`src/rtl/ps2_scancode_rx.sv`:
```
// PS/2 device-to-host receiver: deserialises frames, strips F0/E0 prefixes, strobes key events.
// Optional typematic repeat suppression is enabled by defining PS2_TYPEMATIC_FILTER_EN.
module ps2_scancode_rx #(
  parameter int FILTER_LEN = 8,
  parameter int TIMEOUT    = 50000
) (
  input  logic       clock,
  input  logic       reset,
  input  logic       ps2_clk,
  input  logic       ps2_dat,
  output logic [7:0] code,
  output logic       strobe,
  output logic       pressed,
  output logic       extended,
  output logic       frame_err
);

  localparam int FCW = $clog2(FILTER_LEN + 1);
  localparam int TCW = $clog2(TIMEOUT + 1);

  localparam logic [1:0] IDLE   = 2'd0;
  localparam logic [1:0] DATA   = 2'd1;
  localparam logic [1:0] PARITY = 2'd2;
  localparam logic [1:0] STOP   = 2'd3;

  function automatic logic parity_ok(input logic [7:0] d, input logic p);
    return ^{d, p};
  endfunction

  function automatic logic is_ignored(input logic [7:0] b);
    return b inside {8'h00, 8'hAA, 8'hEE, 8'hFA, 8'hFC, 8'hFD, 8'hFE, 8'hFF};
  endfunction

  // Stage p0/p1: two-flop synchronisers; lines idle high
  logic clk_p0, clk_p1, dat_p0, dat_p1;

  always_ff @(posedge clock) begin
    if (!reset) begin
      clk_p0 <= 1'b1;
      clk_p1 <= 1'b1;
      dat_p0 <= 1'b1;
      dat_p1 <= 1'b1;
    end else begin
      clk_p0 <= ps2_clk;
      clk_p1 <= clk_p0;
      dat_p0 <= ps2_dat;
      dat_p1 <= dat_p0;
    end
  end

  // Glitch filter: level flips only after FILTER_LEN consecutive opposite samples
  logic           filt_clk;
  logic [FCW-1:0] filt_cnt;
  logic           fall;

  assign fall = filt_clk && !clk_p1 && (filt_cnt == FCW'(FILTER_LEN - 1));

  always_ff @(posedge clock) begin
    if (!reset) begin
      filt_clk <= 1'b1;
      filt_cnt <= '0;
    end else if (clk_p1 != filt_clk) begin
      if (filt_cnt == FCW'(FILTER_LEN - 1)) begin
        filt_clk <= clk_p1;
        filt_cnt <= '0;
      end else begin
        filt_cnt <= filt_cnt + 1'b1;
      end
    end else begin
      filt_cnt <= '0;
    end
  end

  // Frame FSM and byte handling; accepted bytes are decoded on the stop-bit fall edge
  logic [1:0]     state;
  logic [2:0]     bitcnt;
  logic [7:0]     shreg;
  logic           par;
  logic [TCW-1:0] tcnt;
  logic           brk, ext;
  logic [2:0]     skip;
`ifdef PS2_TYPEMATIC_FILTER_EN
  logic           rpt_vld;
  logic           rpt_ext;
  logic [7:0]     rpt_code;
`endif

  always_ff @(posedge clock) begin
    if (!reset) begin
      state     <= IDLE;
      bitcnt    <= '0;
      shreg     <= '0;
      par       <= 1'b0;
      tcnt      <= '0;
      brk       <= 1'b0;
      ext       <= 1'b0;
      skip      <= '0;
      code      <= '0;
      strobe    <= 1'b0;
      pressed   <= 1'b0;
      extended  <= 1'b0;
      frame_err <= 1'b0;
`ifdef PS2_TYPEMATIC_FILTER_EN
      rpt_vld   <= 1'b0;
      rpt_ext   <= 1'b0;
      rpt_code  <= '0;
`endif
    end else begin
      strobe    <= 1'b0;
      frame_err <= 1'b0;
      if (fall) begin
        tcnt <= '0;
        case (state)
          IDLE: begin
            if (!dat_p1) begin
              state  <= DATA;
              bitcnt <= '0;
            end
          end
          DATA: begin
            shreg  <= {dat_p1, shreg[7:1]};
            bitcnt <= bitcnt + 1'b1;
            if (bitcnt == 3'd7) state <= PARITY;
          end
          PARITY: begin
            par   <= dat_p1;
            state <= STOP;
          end
          default: begin
            state <= IDLE;
            if (dat_p1 && parity_ok(shreg, par)) begin
              if (skip != 3'd0) begin
                skip <= skip - 3'd1;
              end else if (shreg == 8'hE1) begin
                skip <= 3'd7;
              end else if (shreg == 8'hF0) begin
                brk <= 1'b1;
              end else if (shreg == 8'hE0) begin
                ext <= 1'b1;
              end else if (!is_ignored(shreg)) begin
                brk <= 1'b0;
                ext <= 1'b0;
`ifdef PS2_TYPEMATIC_FILTER_EN
                if (brk || !rpt_vld || ({ext, shreg} != {rpt_ext, rpt_code})) begin
                  strobe   <= 1'b1;
                  code     <= shreg;
                  pressed  <= ~brk;
                  extended <= ext;
                  rpt_vld  <= ~brk;
                  rpt_ext  <= ext;
                  rpt_code <= shreg;
                end
`else
                strobe   <= 1'b1;
                code     <= shreg;
                pressed  <= ~brk;
                extended <= ext;
`endif
              end
            end else begin
              frame_err <= 1'b1;
              brk       <= 1'b0;
              ext       <= 1'b0;
              skip      <= '0;
            end
          end
        endcase
      end else if (state == IDLE) begin
        tcnt <= '0;
      end else if (tcnt == TCW'(TIMEOUT - 1)) begin
        state <= IDLE;
        tcnt  <= '0;
      end else begin
        tcnt <= tcnt + 1'b1;
      end
    end
  end

endmodule
```
`config.mk`:
```
export PLATFORM = sky130hd
export DESIGN_NAME = ps2_scancode_rx
export DESIGN_NICKNAME = d
export VERILOG_FILES = /design/src/rtl/ps2_scancode_rx.sv
export SDC_FILE = /design/constraint.sdc
export NUM_CORES = 1
export LEC_CHECK = 0
export BUFFER_PORTS_ARGS = -buffer_cell sky130_fd_sc_hd__buf_4
export CORE_MARGIN = 4
export CORE_UTILIZATION = 40
export CTS_BUF_LIST = sky130_fd_sc_hd__clkbuf_8
export CTS_CLUSTER_SIZE = 20
export DETAILED_ROUTE_END_ITERATION = 8
export PLACE_DENSITY_LB_ADDON = 0.25
export SYNTH_ARGS = -nofsm -noshare
export SYNTH_HDL_FRONTEND = slang
export SYNTH_SLANG_ARGS = --single-unit
```
`constraint.sdc`:
```
create_clock -name clock -period 3.1 [get_ports clock]
set_clock_uncertainty 0.05 [all_clocks]
set_input_delay 0.465 -clock clock [delete_from_list [all_inputs] [get_ports clock]]
set_output_delay 0.465 -clock clock [all_outputs]
set_load 0.03 [all_outputs]
```
Word level (Yosys, flattened, before mapping)
Cells that the tools add are included.
{"block": "op_classes", "bitwise": 11, "addsub": 4, "reduce_logical": 25, "n_eq_ne": 26, "n_mux": 24}
{"operator": "$eq 8x8->1 const B", "count": 10}
{"operator": "$add 16x1->16 const B", "count": 1}
{"operator": "$eq 16x16->1 const B", "count": 1}
{"operator": "$mux 1", "count": 13}
{"operator": "$mux 3", "count": 4}
{"operator": "$ne 3x3->1 const B", "count": 4}
{"operator": "$reduce_and 6->1", "count": 2}
{"operator": "$not 1->1", "count": 11}
{"operator": "$mux 2", "count": 5}
{"operator": "$ne 2x2->1 const B", "count": 5}
{"operator": "$reduce_or 10->1", "count": 1}
{"operator": "$reduce_xor 9->1", "count": 1}
{"operator": "$logic_not 8->1", "count": 1}
{"operator": "$reduce_and 8->1", "count": 1}
{"operator": "$reduce_bool 8->1", "count": 1}
{"operator": "$pmux 2 s3", "count": 1}
{"operator": "$pmux 3 s2", "count": 1}
{"operator": "$reduce_and 2->1", "count": 3}
{"operator": "$reduce_and 3->1", "count": 2}
{"operator": "$reduce_or 3->1", "count": 2}
{"operator": "$reduce_or 5->1", "count": 1}
{"operator": "$add 4x1->4 const B", "count": 1}
{"operator": "$eq 4x3->1 const B", "count": 1}
{"operator": "$reduce_and 4->1", "count": 1}
{"operator": "other kinds (13)", "count": 16}
{"block": "word_totals", "output_inout_bits": 12, "input_bits": 4, "register_bits": 56, "word_cells": 109}

Longest topological paths before layout
Gate-level depths: netlist of run 1.
{"block": "logic_depth", "ltp_word": 8, "depth_mapped": 8, "depth_no_buf": 8}

Least setup slack after synthesis of run 1
Ideal clock, no wire load.
{"block": "synth_path", "path_type": "register -> register", "start": "register shreg[0]", "end": "register skip[2]", "stages_incl_launch_ff": 8, "setup_slack_ps": 1152, "required_time_ps": 2931, "path_buffers": 1, "t_arrival_ps": 1779, "setup_ps": 119, "synth_period_minus_slack_ps": 1948, "cell_sequence": "dfxtp_1 -> buf_6 -> xnor2_2 -> xnor3_1 -> xnor2_1 -> nand2_1 -> o31a_1 -> o221a_1"}
{"block": "synth_via", "elab_chain_cells": 4, "elab_cells_between_ends": 6, "cone_classes": "2 x eq/ne; 1 x mux; 3 x reduce/logical"}
{"element": "start, declared", "line": "77", "rtl": "logic [7:0] shreg;"}
{"element": "start signal, assigned", "line": "121", "rtl": "shreg <= {dat_p1, shreg[7:1]};"}
{"element": "$reduce_xor 9->1", "line": "27", "rtl": "return ^{d, p};"}
{"element": "$logic_and 1x1->1", "line": "131", "rtl": "if (dat_p1 && parity_ok(shreg, par)) begin"}
{"element": "$ne 3x1->1 (no line)"}
{"element": "$reduce_and 3->1 (no line)"}
{"element": "end signal, assigned", "line": "133", "rtl": "skip <= skip - 3'd1;"}
{"element": "end, declared", "line": "81", "rtl": "logic [2:0] skip;"}
Parallel ways exist; a longest one is shown, timed or not.
A chain may end at the register's enable or synchronous reset.

Worst setup path in the final report of run 1
{"block": "layout_path", "start": "register shreg[4]", "end": "register code[4]"}
{"block": "layout_via", "elab_chain_cells": 4, "elab_cells_between_ends": 19, "cone_classes": "10 x eq/ne; 4 x bitwise; 5 x reduce/logical"}
{"element": "$eq 8x8->1 or $logic_not 8->1 (tied branches)", "line": "31", "rtl": "return b inside {8'h00, 8'hAA, 8'hEE, 8'hFA, 8'hFC, 8'hFD, 8'hFE, 8'hFF};"}
{"element": "$reduce_bool 8->1", "line": "31"}
{"element": "$not 1->1 (no line)"}
{"element": "$reduce_and 8->1 (no line)"}
{"element": "end signal, assigned", "line": "155", "rtl": "code <= shreg;"}
{"element": "end, declared", "line": "11", "rtl": "output logic [7:0] code,"}
Parallel ways exist; a longest one is shown, timed or not.

==> results of run 1 <==
synth_stat cells, types with 10 or more instances:
master / number
dfxtp_1: 56
nand2_1: 43
nor2_1: 24
nand3_1: 22
ha_1: 12
xor2_1: 12
mux2i_1: 11
a21boi_0: 10
clkbuf_1: 10
inv_1: 10
nor3_1: 10
stage by stage:
step,cell area [um^2],util,std cells,worst slack [ps]
final,2917,0.4516,385,670.5
after global routing,2917,0.4516,385,487.5
after CTS,2917,0.4516,385,648.7
after detailed placement,2821,0.4368,377,672.8
after global placement,2821,0.4368,377,715.3
after floorplan,2704,-,302,1152
path summary, 6_finish.rpt:
| check | start | to | slack (ps) | cells after the start |
|---|---|---|---|---|
| worst max-delay path | shreg[4] | code[4] | 670 | 6 |
| worst min-delay path | ps2_dat | dat_p0 | 270 | 2 |
| worst max register to register | shreg[4] | code[4] | 670 | 6 |
| worst min register to register | dat_p0 | dat_p1 | 360 | 1 |
per-layer routing:
layer	track usage	vias to the layer above	part of all wire
met4	0.04592	0	0.015
met5	0	-	0
met2	0.1917	25	0.43
met1	0.1729	920	0.53
li1	-	1038	-
met3	0.02755	7	0.029
sequential cells by signal, summed over array words and instances (netlist names), 2 cells and up:
signal    cells
code          8
state         2
bitcnt        3
shreg         8
tcnt         16
filt_cnt      4
skip          3
power groups by stage:
| stage | Clock, W | Combinational (W) | Sequential, W |
|---|---|---|---|
| finish | 0.000424 | 0.0000193 | 0.000723 |
| global route | 0.000470 | 0.0000214 | 0.000724 |
| CTS | 0.000441 | 0.0000197 | 0.000723 |
| detailed placement | 0 | 0.0000195 | 0.000740 |
| global placement | 0 | 0.0000192 | 0.000740 |
| floorplan | 0 | 0.0000143 | 0.000739 |
area by class of cell:
cell class                      count  area (um^2)
Clock buffer                        5        68.82
Tap cell                           77        96.34
Sequential cell                    56         1121
Fill cell                         633         3542
Timing Repair Buffer               15        112.6
Clock inverter                      3        26.28
Multi-Input combinational cell    219         1454
Inverter                           10        37.54
logic make-up (layout without fill, tap and decap cells):
group                    count (synthesis)  after routing  synth area share
adder cells (fa/ha/maj)                 13             13           0.05923
buffers and inverters                   27             33           0.04767
AO/OA/AOI/OAI                           37             37            0.1041
AND/OR/NAND/NOR                        135            135            0.2485
flip-flops                              56             56            0.4146
multiplexers                            11             11           0.04072
XOR/XNOR                                23             23           0.08515
==> results.py, run 1 <==
metrics = {
    "worst_setup_path": {
        "path_buf_inv": 0,
        "critPathTopFamily": "XOR/XNOR gates",
        "cpPeakStageDelay_ps": 580,
        "worstPathMaxFanout": 11,
        "worstPathCellList": "xnor2_2 > xnor3_1 > xnor2_1 > and2_4 > o211a_1 > mux2i_1",
        "slowest_stage": "dfxtp_1",
        "worst_ep_arrival_time_ps": 2630,
        "crit_path_end_kind": "flop",
        "path_class": "reg -> reg",
        "required_ps": 3300,
        "worst_setup_path_start_kind": "flop",
    },
    "layout": {
        "layout-drive-gt1-share": 0.1039,
        "final_cell_mix": "56 x dfxtp_1, 43 x nand2_1, 24 x nor2_1, 22 x nand3_1, 15 x buf_4",
        "syn_to_final_growth_pct": 7.867,
        "finish.net_count": 323,
        "diodes": 0,
        "final_common_cell": "dfxtp_1",
    },
    "sta": {
        "fin_crit_sh": 0.7837,
        "max_slew_margin": 0.5460,
        "worst_slew_pin_slew_ps": 677.4,
        "rsz0062_at_grt": "no",
        "finalMaxSlewViolations": 0,
        "hold_viol": 0,
        "tns_ps": 0,
        "holdWs_ps": 272.3,
        "setup_viol": 0,
        "clock.fmax_ghz": 0.4116,
        "finalCriticalPeriod_ps": 2430,
    },
    "power_and_ir_drop": {
        "p_total_w": 0.001166,
        "p_leak_nw": 1.010,
        "swShare": 0.2329,
        "seqPwrFrac": 0.620,
        "intPower_w": 0.0008947,
        "p_per_area_nw_per_um2": 399.9,
        "p_switching_w": 0.0002716,
        "ir_drop_uv": 186.4,
        "clock_power_share": 0.364,
        "comb_power_share": 0.017,
    },
    "floorplan": {
        "fp-row-count": 29,
        "die_h_um": 90.22,
        "io_pins": 16,
        "initial_core_util": 0.4186,
        "die-area_um2": 8139,
        "die_w_um": 90.22,
        "coreArea_um2": 6459,
    },
    "placed_design": {
        "gp_congestion": 0.7989,
        "dp_hpwl_um": 3378,
        "portBuffers": 15,
    },
    "logic_synthesis": {
        "synth-edff-count": 0,
        "yosysWarnings": 0,
        "synth_top_cell_area_share": 0.4146,
        "synth-seq-area-share": 0.4146,
        "synth_area_per_cell_um2": 8.953,
        "synth_cell_types": 51,
        "syn_area_um2": 2704,
        "ys.flop_type": "dfxtp_1",
        "synth_top_area_cell": "dfxtp_1",
        "syn_nets": 318,
        "synth-seq-cells": 56,
        "async_flop_share": 0,
        "syn-instance-count": 302,
        "netlist_top_cells_area": "dfxtp_1 41%, nand2_1 6.0%, ha_1 5.6%",
    },
    "clock_tree": {
        "cts_made_buffers": 5,
        "ctsResizeCount": 0,
        "holdBufCountCts": 0,
        "root_buffer": "clkbuf_8",
        "h-tree-depth": 2,
        "clockBufferDepth": 2,
        "clkLatencyLatePin_ps": 320,
        "cts_setup_buffers": 0,
        "cts_num_sinks": 56,
        "cts_tree": "yes",
        "clk_pin_slew_ps": 110,
    },
    "routing": {
        "vias_per_cell": 5.169,
        "wl_per_cell_um": 12.58,
        "drc": 0,
        "wl_um": 4842,
        "vias": 1990,
        "drtPass1Iterations": 4,
        "detail-route-antenna-nets": 0,
        "drt_iter0_drc": 101,
    },
    "outcome": {
        "outcome": "completed",
    },
    "global_route": {
        "grtUsageTotal": 0.1253,
        "grt_pass1_wl_um": 8562,
        "antenna_found_initial": 0,
        "grt_pass1_vias": 1835,
        "grt_overflow": 0,
        "grt_start_max_net_pins": 50,
    },
    "worst_hold_path": {
        "min_path_type": "in -> reg",
    },
    "flow_run": {
        "maxCapViolations": 0,
    },
}
No activity file was read; power rests on OpenSTA's default activity.
==> inputs of run 2 (changes only) <==
- clock period: 3.1 -> 2.1 ns (I/O delays scaled with it)
==> run 2 against run 1 <==
Effect of this change: die area is the same; routed wire length grew 3.2%; total power is 44% higher; via count up 1.1%; first-iteration DRC count decreased by 41%; worst setup slack worse by 570 ps; hold slack got worse by 140 ps; critical path type unchanged; largest power group unchanged.
==> results.py, run 2 (synthesis results as in run 1) <==
metrics = {
    "sta": {
        "fin_crit_sh": 0.9500,
        "setup_viol": 0,
        "finalMaxSlewViolations": 0,
        "setup_ws_ps": 105.0,
        "tns_ps": 0,
        "rsz0062_at_grt": "no",
        "clock.fmax_ghz": 0.5013,
        "worst_slew_pin_slew_ps": 411.5,
        "finalCriticalPeriod_ps": 1995,
        "hold_viol": 0,
        "max_slew_margin": 0.7232,
    },
    "placed_design": {
        "dp_slack_ps": 43.58,
        "dp_hpwl_um": 3654,
        "gp_congestion": 0.7852,
        "portBuffers": 15,
        "dp.cells": 393,
    },
    "clock_tree": {
        "clk_pin_slew_ps": 110,
        "holdBufCountCts": 0,
        "cts_num_sinks": 56,
        "h-tree-depth": 2,
        "cts_made_buffers": 5,
        "cts_setup_buffers": 0,
        "cts_tree": "yes",
        "clockBufferDepth": 2,
        "root_buffer": "clkbuf_8",
        "clkLatencyLatePin_ps": 310,
    },
    "worst_setup_path": {
        "required_ps": 2260,
        "crit_path_end_kind": "flop",
        "cpPeakStageDelay_ps": 540,
        "r2r_slack_ps": 110,
        "path_buf_inv": 1,
        "worstPathMaxFanout": 10,
        "r2r_cells": 5,
        "worstReg2RegEnd": "code[0]",
        "critPathTopFamily": "compound AO/OA/AOI/OAI gates",
        "worst_setup_path_start_kind": "flop",
        "worst_ep_arrival_time_ps": 2150,
        "slowest_stage": "or4b_4",
        "path_class": "reg -> reg",
        "timing.rr.start": "shreg[6]",
        "worstPathCellList": "or4b_4 > o32a_1 > o211a_1 > buf_12 > mux2i_1",
    },
    "outcome": {
        "outcome": "completed",
    },
    "power_and_ir_drop": {
        "seqPwrFrac": 0.635,
        "comb_power_share": 0.018,
        "p_total_w": 0.001680,
        "intPower_w": 0.001315,
        "p_per_area_nw_per_um2": 547.9,
        "ir_drop_uv": 245.8,
        "p_switching_w": 0.0003641,
        "swShare": 0.2168,
        "clock_power_share": 0.347,
        "p_leak_nw": 1.109,
    },
    "layout": {
        "final_cell_mix": "54 x dfxtp_1, 43 x nand2_1, 30 x buf_4, 24 x nor2_1, 22 x nand3_1",
        "syn_to_final_growth_pct": 13.37,
        "layout-drive-gt1-share": 0.1636,
        "diodes": 0,
        "finish.net_count": 339,
        "top_register": "tcnt",
        "largest_reg_flops": 16,
        "layout.cells.non_filler": 401,
        "top_regs": "tcnt x16, code x8, shreg x8",
        "fill_cells": 629,
        "final_common_cell": "dfxtp_1",
    },
    "routing": {
        "wl_um": 4995,
        "drt_iter0_drc": 60,
        "vias": 2012,
        "vias_per_cell": 5.017,
        "wl_per_cell_um": 12.46,
        "detail-route-antenna-nets": 0,
        "drc": 0,
        "drtPass1Iterations": 4,
    },
    "floorplan": {
        "die-area_um2": 8139,
        "fp-row-count": 29,
        "die_w_um": 90.22,
        "initial_core_util": 0.4186,
        "die_h_um": 90.22,
        "coreArea_um2": 6459,
        "io_pins": 16,
    },
    "global_route": {
        "grt_start_max_net_pins": 40,
        "grtUsageTotal": 0.1293,
        "antenna_found_initial": 0,
        "grt_pass1_vias": 1894,
        "grt_pass1_wl_um": 8790,
        "grt_overflow": 0,
    },
    "worst_hold_path": {
        "min_to": "clk_p0",
        "worstHoldStart": "ps2_clk",
        "min_delay_path_depth": 2,
        "min_path_type": "in -> reg",
    },
    "flow_run": {
        "maxCapViolations": 0,
    },
}
==> run 2: metrics by stage <==
step                area (um^2)  hold slack, ps    util
finish                     3065           135.5  0.4746
global route               3065           122.8  0.4746
CTS                        3044           123.0  0.4713
detailed placement         2954           349.2  0.4574
global placement           2954           342.1  0.4574
floorplan                  2704           336.3       -
==> run 2: final cells by class <==
| class | count | area, um^2 | area share |
|---|---|---|---|
| multi-input combinational | 219 | 1473 | 0.4804 |
| clock inverter | 3 | 21.27 | 0.006939 |
| sequential | 56 | 1124 | 0.3665 |
| clock buffer | 5 | 68.82 | 0.02245 |
| tap | 77 | 96.34 | 0.03143 |
| timing repair buffer | 31 | 245.2 | 0.08000 |
| inverter | 10 | 37.54 | 0.01224 |
==> run 2: how the worst max path moves through the flow <==
stage	cells past startpoint	slack, ps	to	startpoint
finish	5	110	code[0]	shreg[6]
global route	7	0.2	code[0]	shreg[0]
CTS	7	3	code[0]	shreg[0]
detailed placement	7	40	code[0]	shreg[0]
global placement	7	80	code[0]	shreg[0]
floorplan	7	150	skip[2]	shreg[0]
==> run 2: power by group through the flow <==
stage / logic (W) / clock network (W) / registers, W
global placement: 0.0000307 / 0 / 0.00109
floorplan: 0.0000211 / 0 / 0.00109
finish: 0.0000302 / 0.000582 / 0.00107
CTS: 0.0000304 / 0.000617 / 0.00107
global route: 0.0000339 / 0.000659 / 0.00107
detailed placement: 0.0000303 / 0 / 0.00109
==> run 2: layer usage <==
layer | track usage | wire length, um | vias to the layer above
met4 | 0.04209 | 66 | 0
met1 | 0.1791 | 2639 | 915
met2 | 0.1998 | 2147 | 23
met3 | 0.02838 | 140 | 5
li1 | - | - | 1069
met5 | 0 | 0 | -
==> run 2: timing repair <==
item | CTS | global route
hold endpoints to repair | 0 | 0
endpoints found under the setup margin | 0 | 13
gates resized for setup | 0 | 5
